===== src/rtl/alu_cmd_scheduler.sv =====
// alu_cmd_scheduler
//   Arbitrates two command sources round-robin onto a single shared ALU. Only
//   one command is in flight at a time. Each command's operands and op selects
//   are held on the ALU inputs for HOLD_CYCLES cycles. The ALU result is
//   captured at the end of that window and returned with the requester ID.
// Ports
//   clk, rst_n                    clock, synchronous active-low reset
//   reqN_valid/ready              command handshake for requester N (N=0,1)
//   reqN_mode/op/a/b              command: operand enables, op select, operands
//   alu_en, alu_op1_en/op2_en     ALU enable and per-operand enables
//   alu_operand1/2, alu_op1/2_op  operands and op selects to the ALU
//   alu_result                    ALU result (DATA_WIDTH+1 bits, signed)
//   rsp_valid/ready/id/data/err   response handshake and payload
//   busy                          state is not IDLE
//   done_cnt                      completed response handshakes, wraps
//
// state | meaning
// IDLE  | arbitrating; reqN_ready may assert
// ISSUE | command driven onto the ALU for HOLD_CYCLES cycles
// RESP  | response pending until rsp_ready
module alu_cmd_scheduler #(
  parameter int DATA_WIDTH  = 5,
  parameter int HOLD_CYCLES = 3,
  parameter int CNT_W       = 8
) (
  input  logic                  clk,
  input  logic                  rst_n,
  input  logic                  req0_valid,
  output logic                  req0_ready,
  input  logic [1:0]            req0_mode,
  input  logic [2:0]            req0_op,
  input  logic [DATA_WIDTH-1:0] req0_a,
  input  logic [DATA_WIDTH-1:0] req0_b,
  input  logic                  req1_valid,
  output logic                  req1_ready,
  input  logic [1:0]            req1_mode,
  input  logic [2:0]            req1_op,
  input  logic [DATA_WIDTH-1:0] req1_a,
  input  logic [DATA_WIDTH-1:0] req1_b,
  output logic                  alu_en,
  output logic                  alu_op1_en,
  output logic                  alu_op2_en,
  output logic [DATA_WIDTH-1:0] alu_operand1,
  output logic [DATA_WIDTH-1:0] alu_operand2,
  output logic [2:0]            alu_op1_op,
  output logic [1:0]            alu_op2_op,
  input  logic [DATA_WIDTH:0]   alu_result,
  output logic                  rsp_valid,
  input  logic                  rsp_ready,
  output logic                  rsp_id,
  output logic [DATA_WIDTH:0]   rsp_data,
  output logic                  rsp_err,
  output logic                  busy,
  output logic [CNT_W-1:0]      done_cnt
);

  localparam int CW = $clog2(HOLD_CYCLES);

  typedef enum logic [1:0] {IDLE, ISSUE, RESP} state_t;

  state_t                state, state_nxt;
  logic                  last_id;
  logic                  accept, acc_id;
  logic [1:0]            sel_mode;
  logic [1:0]            mode_r;
  logic [2:0]            op_r;
  logic [DATA_WIDTH-1:0] a_r, b_r;
  logic [CW-1:0]         hold_cnt;
  logic                  hold_done;

  // last_id resets to 1 so req0 wins the first tie.
  assign req0_ready = (state == IDLE) & req0_valid & (~req1_valid | last_id);
  assign req1_ready = (state == IDLE) & req1_valid & (~req0_valid | ~last_id);
  assign accept     = req0_ready | req1_ready;
  assign acc_id     = req1_ready;
  assign sel_mode   = acc_id ? req1_mode : req0_mode;
  assign hold_done  = (hold_cnt == '0);

  always_ff @(posedge clk) begin
    if (!rst_n) state <= IDLE;
    else        state <= state_nxt;
  end

  always_comb begin
    state_nxt = state;
    case (state)
      IDLE:    if (accept) state_nxt = (sel_mode == 2'b00) ? RESP : ISSUE;
      ISSUE:   if (hold_done) state_nxt = RESP;
      RESP:    if (rsp_ready) state_nxt = IDLE;
      default: state_nxt = IDLE;
    endcase
  end

  always_ff @(posedge clk) begin
    if (!rst_n) begin
      last_id  <= 1'b1;
      mode_r   <= '0;
      op_r     <= '0;
      a_r      <= '0;
      b_r      <= '0;
      hold_cnt <= '0;
      rsp_id   <= 1'b0;
      rsp_data <= '0;
      rsp_err  <= 1'b0;
      done_cnt <= '0;
    end else begin
      if (accept) begin
        last_id  <= acc_id;
        rsp_id   <= acc_id;
        mode_r   <= sel_mode;
        op_r     <= acc_id ? req1_op : req0_op;
        a_r      <= acc_id ? req1_a : req0_a;
        b_r      <= acc_id ? req1_b : req0_b;
        hold_cnt <= CW'(HOLD_CYCLES - 1);
        // Illegal mode skips the ALU; the error response carries zero data.
        rsp_err  <= (sel_mode == 2'b00);
        if (sel_mode == 2'b00) rsp_data <= '0;
      end
      if (state == ISSUE) begin
        if (hold_done) rsp_data <= alu_result;
        else           hold_cnt <= hold_cnt - 1'b1;
      end
      if ((state == RESP) && rsp_ready) done_cnt <= done_cnt + CNT_W'(1);
    end
  end

  // Operand/op outputs are straight from the command register so they stay
  // stable through ISSUE and keep their last values in RESP and IDLE.
  assign alu_en       = (state == ISSUE);
  assign alu_op1_en   = alu_en & mode_r[1];
  assign alu_op2_en   = alu_en & mode_r[0];
  assign alu_operand1 = a_r;
  assign alu_operand2 = b_r;
  assign alu_op1_op   = op_r;
  assign alu_op2_op   = op_r[1:0];
  assign rsp_valid    = (state == RESP);
  assign busy         = (state != IDLE);

endmodule


===== config.mk =====
export PLATFORM = sky130hd
export DESIGN_NAME = alu_cmd_scheduler
export DESIGN_NICKNAME = d
export VERILOG_FILES = /design/src/rtl/alu_cmd_scheduler.sv
export SDC_FILE = /design/constraint.sdc
export NUM_CORES = 1
export LEC_CHECK = 0
export CAP_MARGIN = 20
export CORE_MARGIN = 1.5
export CORE_UTILIZATION = 36
export CTS_BUF_LIST = sky130_fd_sc_hd__clkbuf_16
export CTS_CLUSTER_SIZE = 16
export DETAILED_ROUTE_END_ITERATION = 10
export PLACE_DENSITY = 0.83
export SLEW_MARGIN = 25
export SYNTH_ARGS = -nofsm -noshare
export SYNTH_HDL_FRONTEND = slang
export SYNTH_SLANG_ARGS = --single-unit
export TNS_END_PERCENT = 30

===== constraint.sdc =====
create_clock -name clk -period 1.2 [get_ports clk]
set_input_delay 0.24 -clock clk [delete_from_list [all_inputs] [get_ports clk]]
set_output_delay 0.24 -clock clk [all_outputs]
set_load 0.02 [all_outputs]

; Word level (Yosys, flattened, before mapping)
; Index checks and enable logic that the tools add are counted.
[word_totals]
regBits = 36
input_bits = 41
out_inout_bits = 38
elab_cells = 52
[op_classes]
n_addsub = 2
eq_ne = 5
muxes = 16
n_bitwise = 12
reduce_logical = 6
[op_table]
columns = cell, n
row1 = 6-bit 2-to-1 mux, 4
row2 = 2-bit 2-to-1 mux, 8
row3 = 5-bit 2-to-1 mux, 2
row4 = 8-bit by 1-bit adder with 8-bit output (second input constant), 1
row5 = 1-bit AND, 6
row6 = 2-bit zero test, 3
row7 = 2-bit case mux with 3 select lines, 1
row8 = 2-bit by 1-bit != test with 1-bit output (second input constant), 2
row9 = 3-bit 2-to-1 mux, 1
row10 = 1-bit NOT, 3
row11 = 1-bit OR, 3
row12 = 3-bit AND reduction, 1
row13 = 2-bit by 1-bit equality test with 1-bit output (second input constant), 1
row14 = 2-bit equality test (second input constant), 1
row15 = 2-bit != test (second input constant), 1
row16 = 2-bit nonzero test, 1
row17 = 2-bit by 1-bit subtractor with 2-bit output (second input constant), 1
row18 = 1-bit logical AND, 1

; Logic depth before layout (Yosys ltp)
[depth]
depth_word = 9
ltp_mapped = 7
ltp_nobuf = 5

; Worst setup path after synthesis
; No wires, ideal clock.
[synth_path]
path_type = register to register
start = register state[0]
end = register rsp_id
t_arrival_ns = 1.271
slack_ns = -0.198
stages_incl_launch_ff = 6
n_path_buf = 1
period_less_slack_ns = 1.398
path_cell_list = dfxtp_1 > buf_4 > or3b_1 > a21oi_2 > nand2b_1 > a21boi_0
[synth_via]
elab_chain_cells = 4
word_cells_on_any_way = 6
classes_between = bitwise: 5 / reduce/logical: 1
[synth_rtl]
columns = element, line
row1 = "start, declared", 61  ; state_t state, state_nxt;
row2 = "start signal, assigned", 81  ; else state <= state_nxt;
row3 = 2-bit zero test, 72  ; assign req0_ready = (state == IDLE) & req0_valid & (~req1_valid | last_id);
row4 = 1-bit AND (2 in series), 72
row5 = named net req0_ready, 29  ; output logic req0_ready,
row6 = 1-bit OR, 74  ; assign accept = req0_ready | req1_ready;
row7 = "end signal, assigned", 109  ; rsp_id <= acc_id;
row8 = "end, declared", 50  ; output logic rsp_id,
; The timed path passes the listed nets, and every way through them passes these cells.
; A chain may end at the register's enable or synchronous reset.

; Worst setup path in the final report
[layout_path]
start = register state[0]
end = output port req0_ready
[layout_via]
elab_chain_cells = 3
[layout_rtl]
columns = element, line
row1 = 2-bit zero test, 72
row2 = 1-bit AND (2 in series), 72
row3 = "end, declared", 29
; No other way between the ends.

==> summary.md <==
| Metric | Value |
|---|---|
| Netlist cell types | `43` |
| Port-buffer cells | `78` |
| Routed WL per cell | `15.37 µm` |
| CP arrival | `1.30 ns` |
| Asr flop ratio synth | `0%` |
| DRT iter0 DRCs | `55` |
| IO Count | `79` |
| Worst r2r dst | `mode_r[0]$_SDFFE_PN0N_` |
| Share of cells above drive strength 1 | `26.78%` |
| Sequential element share of the synthesized area | `44.79%` |
| Hold Crit Class | `register to register` |
| ANT nets after route | `0` |
| Max_slew headroom | `81.60%` |
| RSZ-0062 raised after global routing | `yes` |
| Pre-Repair DR Iteration Count | `4` |
| Clock transition at path regs | `0.06 ns` |
| CP Depth | `3` |
| Leakage | `1.300 nW` |
| DIE AREA | `4880 µm²` |
| Area of the core | `4324 µm²` |
| Crit. End Element | `output pin` |
| Hpwl dp | `3252 µm` |
| Max Root-Sink Buffers | `2` |
| Pre-CTS WS | `-0.9216 ns` |
| Die W | `69.86 µm` |
| CP startpoint kind | `register` |
| Failing checks | `negative setup slack` |
| Synthesized cell area | `1609 µm²` |
| Tot GR Track Use | `20.15%` |
| Max-cap viol count | `0` |
| Synth Warn # | `0` |
| Vias in the first global route | `1847` |
| Drt total wl | `5332 µm` |
| VDD IR max | `1.141 mV` |
| Detailed-route DRC error count | `0` |
| Most frequent cells in the layout | `38 x clkdlybuf4s50_1, 34 x dfxtp_1, 30 x nand2_1, 28 x buf_4, 19 x clkdlybuf4s15_1` |
| Final worst slack | `-0.3404 ns` |
| Fmax | `649.2 MHz` |
| Final clock skew | `0.004118 ns` |
| Vias per std cell | `5.233` |
| Placer congestion estimate | `0.7759` |
| Worst-Margin Slew | `0.2761 ns` |
| Largest net degree at the start of global routing | `29` |
| Area grow syn2layout | `81.57%` |
| Crit-path max FO | `3` |
| Diode count | `0` |
| Worst skew pair latency | `0.27 ns` |
| First-pass GRT wire length | `8024 µm` |
| CTS sink count | `36` |
| Critical path class | `register to output pin` |
| Fin Setup TNS | `-5.051 ns` |
| FILL cells | `347` |
| Clock period minus worst slack | `1.540 ns` |
| CTS Buf Count | `5` |
| Yosys reg bits | `36` |
| Synthesized Nets | `227` |
| Top Family by Delay on Critical Path | `simple AND/OR/NAND/NOR gates` |
| Initial antenna violation count | `0` |
| # placed instances | `326` |
| Slowest stage delay, CP | `0.41 ns` |
| Non-filler cells, final | `347` |
| Max-slew violations | `0` |
| Critical R2R Launch | `state[0]$_SDFFE_PN0P_` |
| WP data required | `0.96 ns` |
| H-Tree Depth | `2` |
| CP startpoint | `state[0]$_SDFFE_PN0P_` |
| Reg2Reg Depth | `7` |
| Post-synth EDFFs | `0` |
| Worst path bufs/invs | `1` |
| Initial cell density of the core | `37.21%` |
| FP Rows | `24` |
| Pwr/cell area | `1456 nW/µm²` |
| Syn_area_per_cell | `8.698 µm²` |
| Vias | `1816` |
| CP endpoint | `req0_ready` |
| Worst-path cell with the longest stage delay | `or3b_4` |
| Syn Inst Count | `185` |
| # setup viols final | `39` |
| Most frequently used flop master after synthesis | `dfxtp_1` |
| Final net count | `336` |
| Congestion Overflow GR | `0` |
| TritonCTS clock tree | `yes` |
| R2r setup slk | `-0.21 ns` |
| Tcrit/Tclk final | `128.4%` |
| CTS Root Cell | `clkbuf_16` |
| CP cell instances | `or3b_4, a21oi_4, buf_6` |
| Cts hold-fix bufs | `0` |
| Status | `finished, violations left` |
| Hold Fails Final Rpt | `0` |
| Commonest non-fill, non-tap cell in the layout | `clkdlybuf4s50_1` |
| Die height | `69.86 µm` |
## final cells by class
| class | count | area (µm²) | area share (%) |
|---|---|---|---|
| clock buffer | 5 | 125.1 | 4.283 |
| timing repair buffer | 116 | 1121 | 38.37 |
| multi-input combinational | 132 | 862.1 | 29.51 |
| tap | 52 | 65.06 | 2.227 |
| inverter | 3 | 11.26 | 0.3854 |
| clock inverter | 3 | 13.76 | 0.4711 |
| sequential | 36 | 723.2 | 24.75 |
## layer usage
metal	track usage, %	up-vias	share of wire [%]
met5	0	-	0
met4	4.274	0	1.9
met3	7.648	9	8.2
met2	35.98	75	51
met1	22.82	864	39
li1	-	868	-
## state kept, by name, summed over array words and instances, names as in the netlist
signal	cells
mode_r	2
hold_cnt	2
alu_op1_op	3
done_cnt	8
rsp_data	6
alu_operand1	5
alu_operand2	5
rsp_id	1
state	2
last_id	1
rsp_err	1
## Yosys cell counts, types with 2 or more instances
cell      count  area, µm²
dfxtp_1      36      720.7
nand2_1      30      112.6
o21ai_0      17      85.08
a31oi_1      12      75.07
and2_1        8      50.05
a22o_1        6      52.55
buf_4         5      37.54
clkbuf_1      5      18.77
nor2_1        5      18.77
a21oi_1       4      20.02
nor2b_1       4      25.02
nor3_1        4      20.02
xnor2_1       4      35.03
a21boi_0      3      22.52
nand3_1       3      15.01
nand3b_1      3      22.52
nand4_1       3      18.77
a21boi_1      2      15.01
and3_1        2      12.51
and3b_1       2      17.52
buf_2         2      10.01
inv_1         2      7.510
mux2i_1       2      20.02
xor2_1        2      17.52
## per-stage QoR
stage	cell area, µm²	power, W	util (%)	hold WS, ns
after floorplan	1624	0.002144	-	0.3657
after global placement	2585	0.002763	59.78	0.4711
after global routing	2922	0.004428	67.56	0.5013
after CTS	2839	0.004115	65.65	0.4909
final	2922	0.004253	67.56	0.4896
after detailed placement	2585	0.002783	59.78	0.4797
## worst min-delay path by stage
| stage | from | to | slack, ns | depth (start not counted) |
|---|---|---|---|---|
| 6_report | rsp_data[4]$_SDFF_PN0_ | rsp_data[4]$_SDFF_PN0_ | 0.49 | 1 |
| 5_1_grt | rsp_data[4]$_SDFF_PN0_ | rsp_data[4]$_SDFF_PN0_ | 0.50 | 1 |
| 4_1_cts | rsp_data[4]$_SDFF_PN0_ | rsp_data[4]$_SDFF_PN0_ | 0.49 | 1 |
| 3_5_place_dp | rsp_data[5]$_SDFF_PN0_ | rsp_data[5]$_SDFF_PN0_ | 0.48 | 1 |
| 3_3_place_gp | rsp_data[5]$_SDFF_PN0_ | rsp_data[5]$_SDFF_PN0_ | 0.47 | 1 |
| 2_1_floorplan | alu_result[0] | rsp_data[0]$_SDFF_PN0_ | 0.37 | 1 |
## power breakdown
| part | leakage (nW) | total (W) | internal [W] | switching, W |
|---|---|---|---|---|
| sequential | 0.296 | 0.00145 | 0.00135 | 0.0000986 |
| combinational | 0.933 | 0.00157 | 0.000800 | 0.000767 |
| clock | 0.0710 | 0.00124 | 0.000754 | 0.000482 |
| total | 1.30 | 0.00425 | 0.00291 | 0.00135 |
## logic make-up after synthesis
family          Yosys count  synth area share [%]
xor+xnor                  6                 3.266
mux                       2                 1.244
simple gates             72                 23.56
fa+ha+maj                 1                0.7775
buf+inv                  17                 5.754
flops                    36                 44.79
compound gates           51                 20.61
## what timing repair did
action,4_1_cts,5_1_grt
pin swaps,13,11
resized for setup,104,35
setup buffers,8,5
gates cloned,0,1
setup endpoints to repair,72,67
Power figures use the tool's default switching activity.
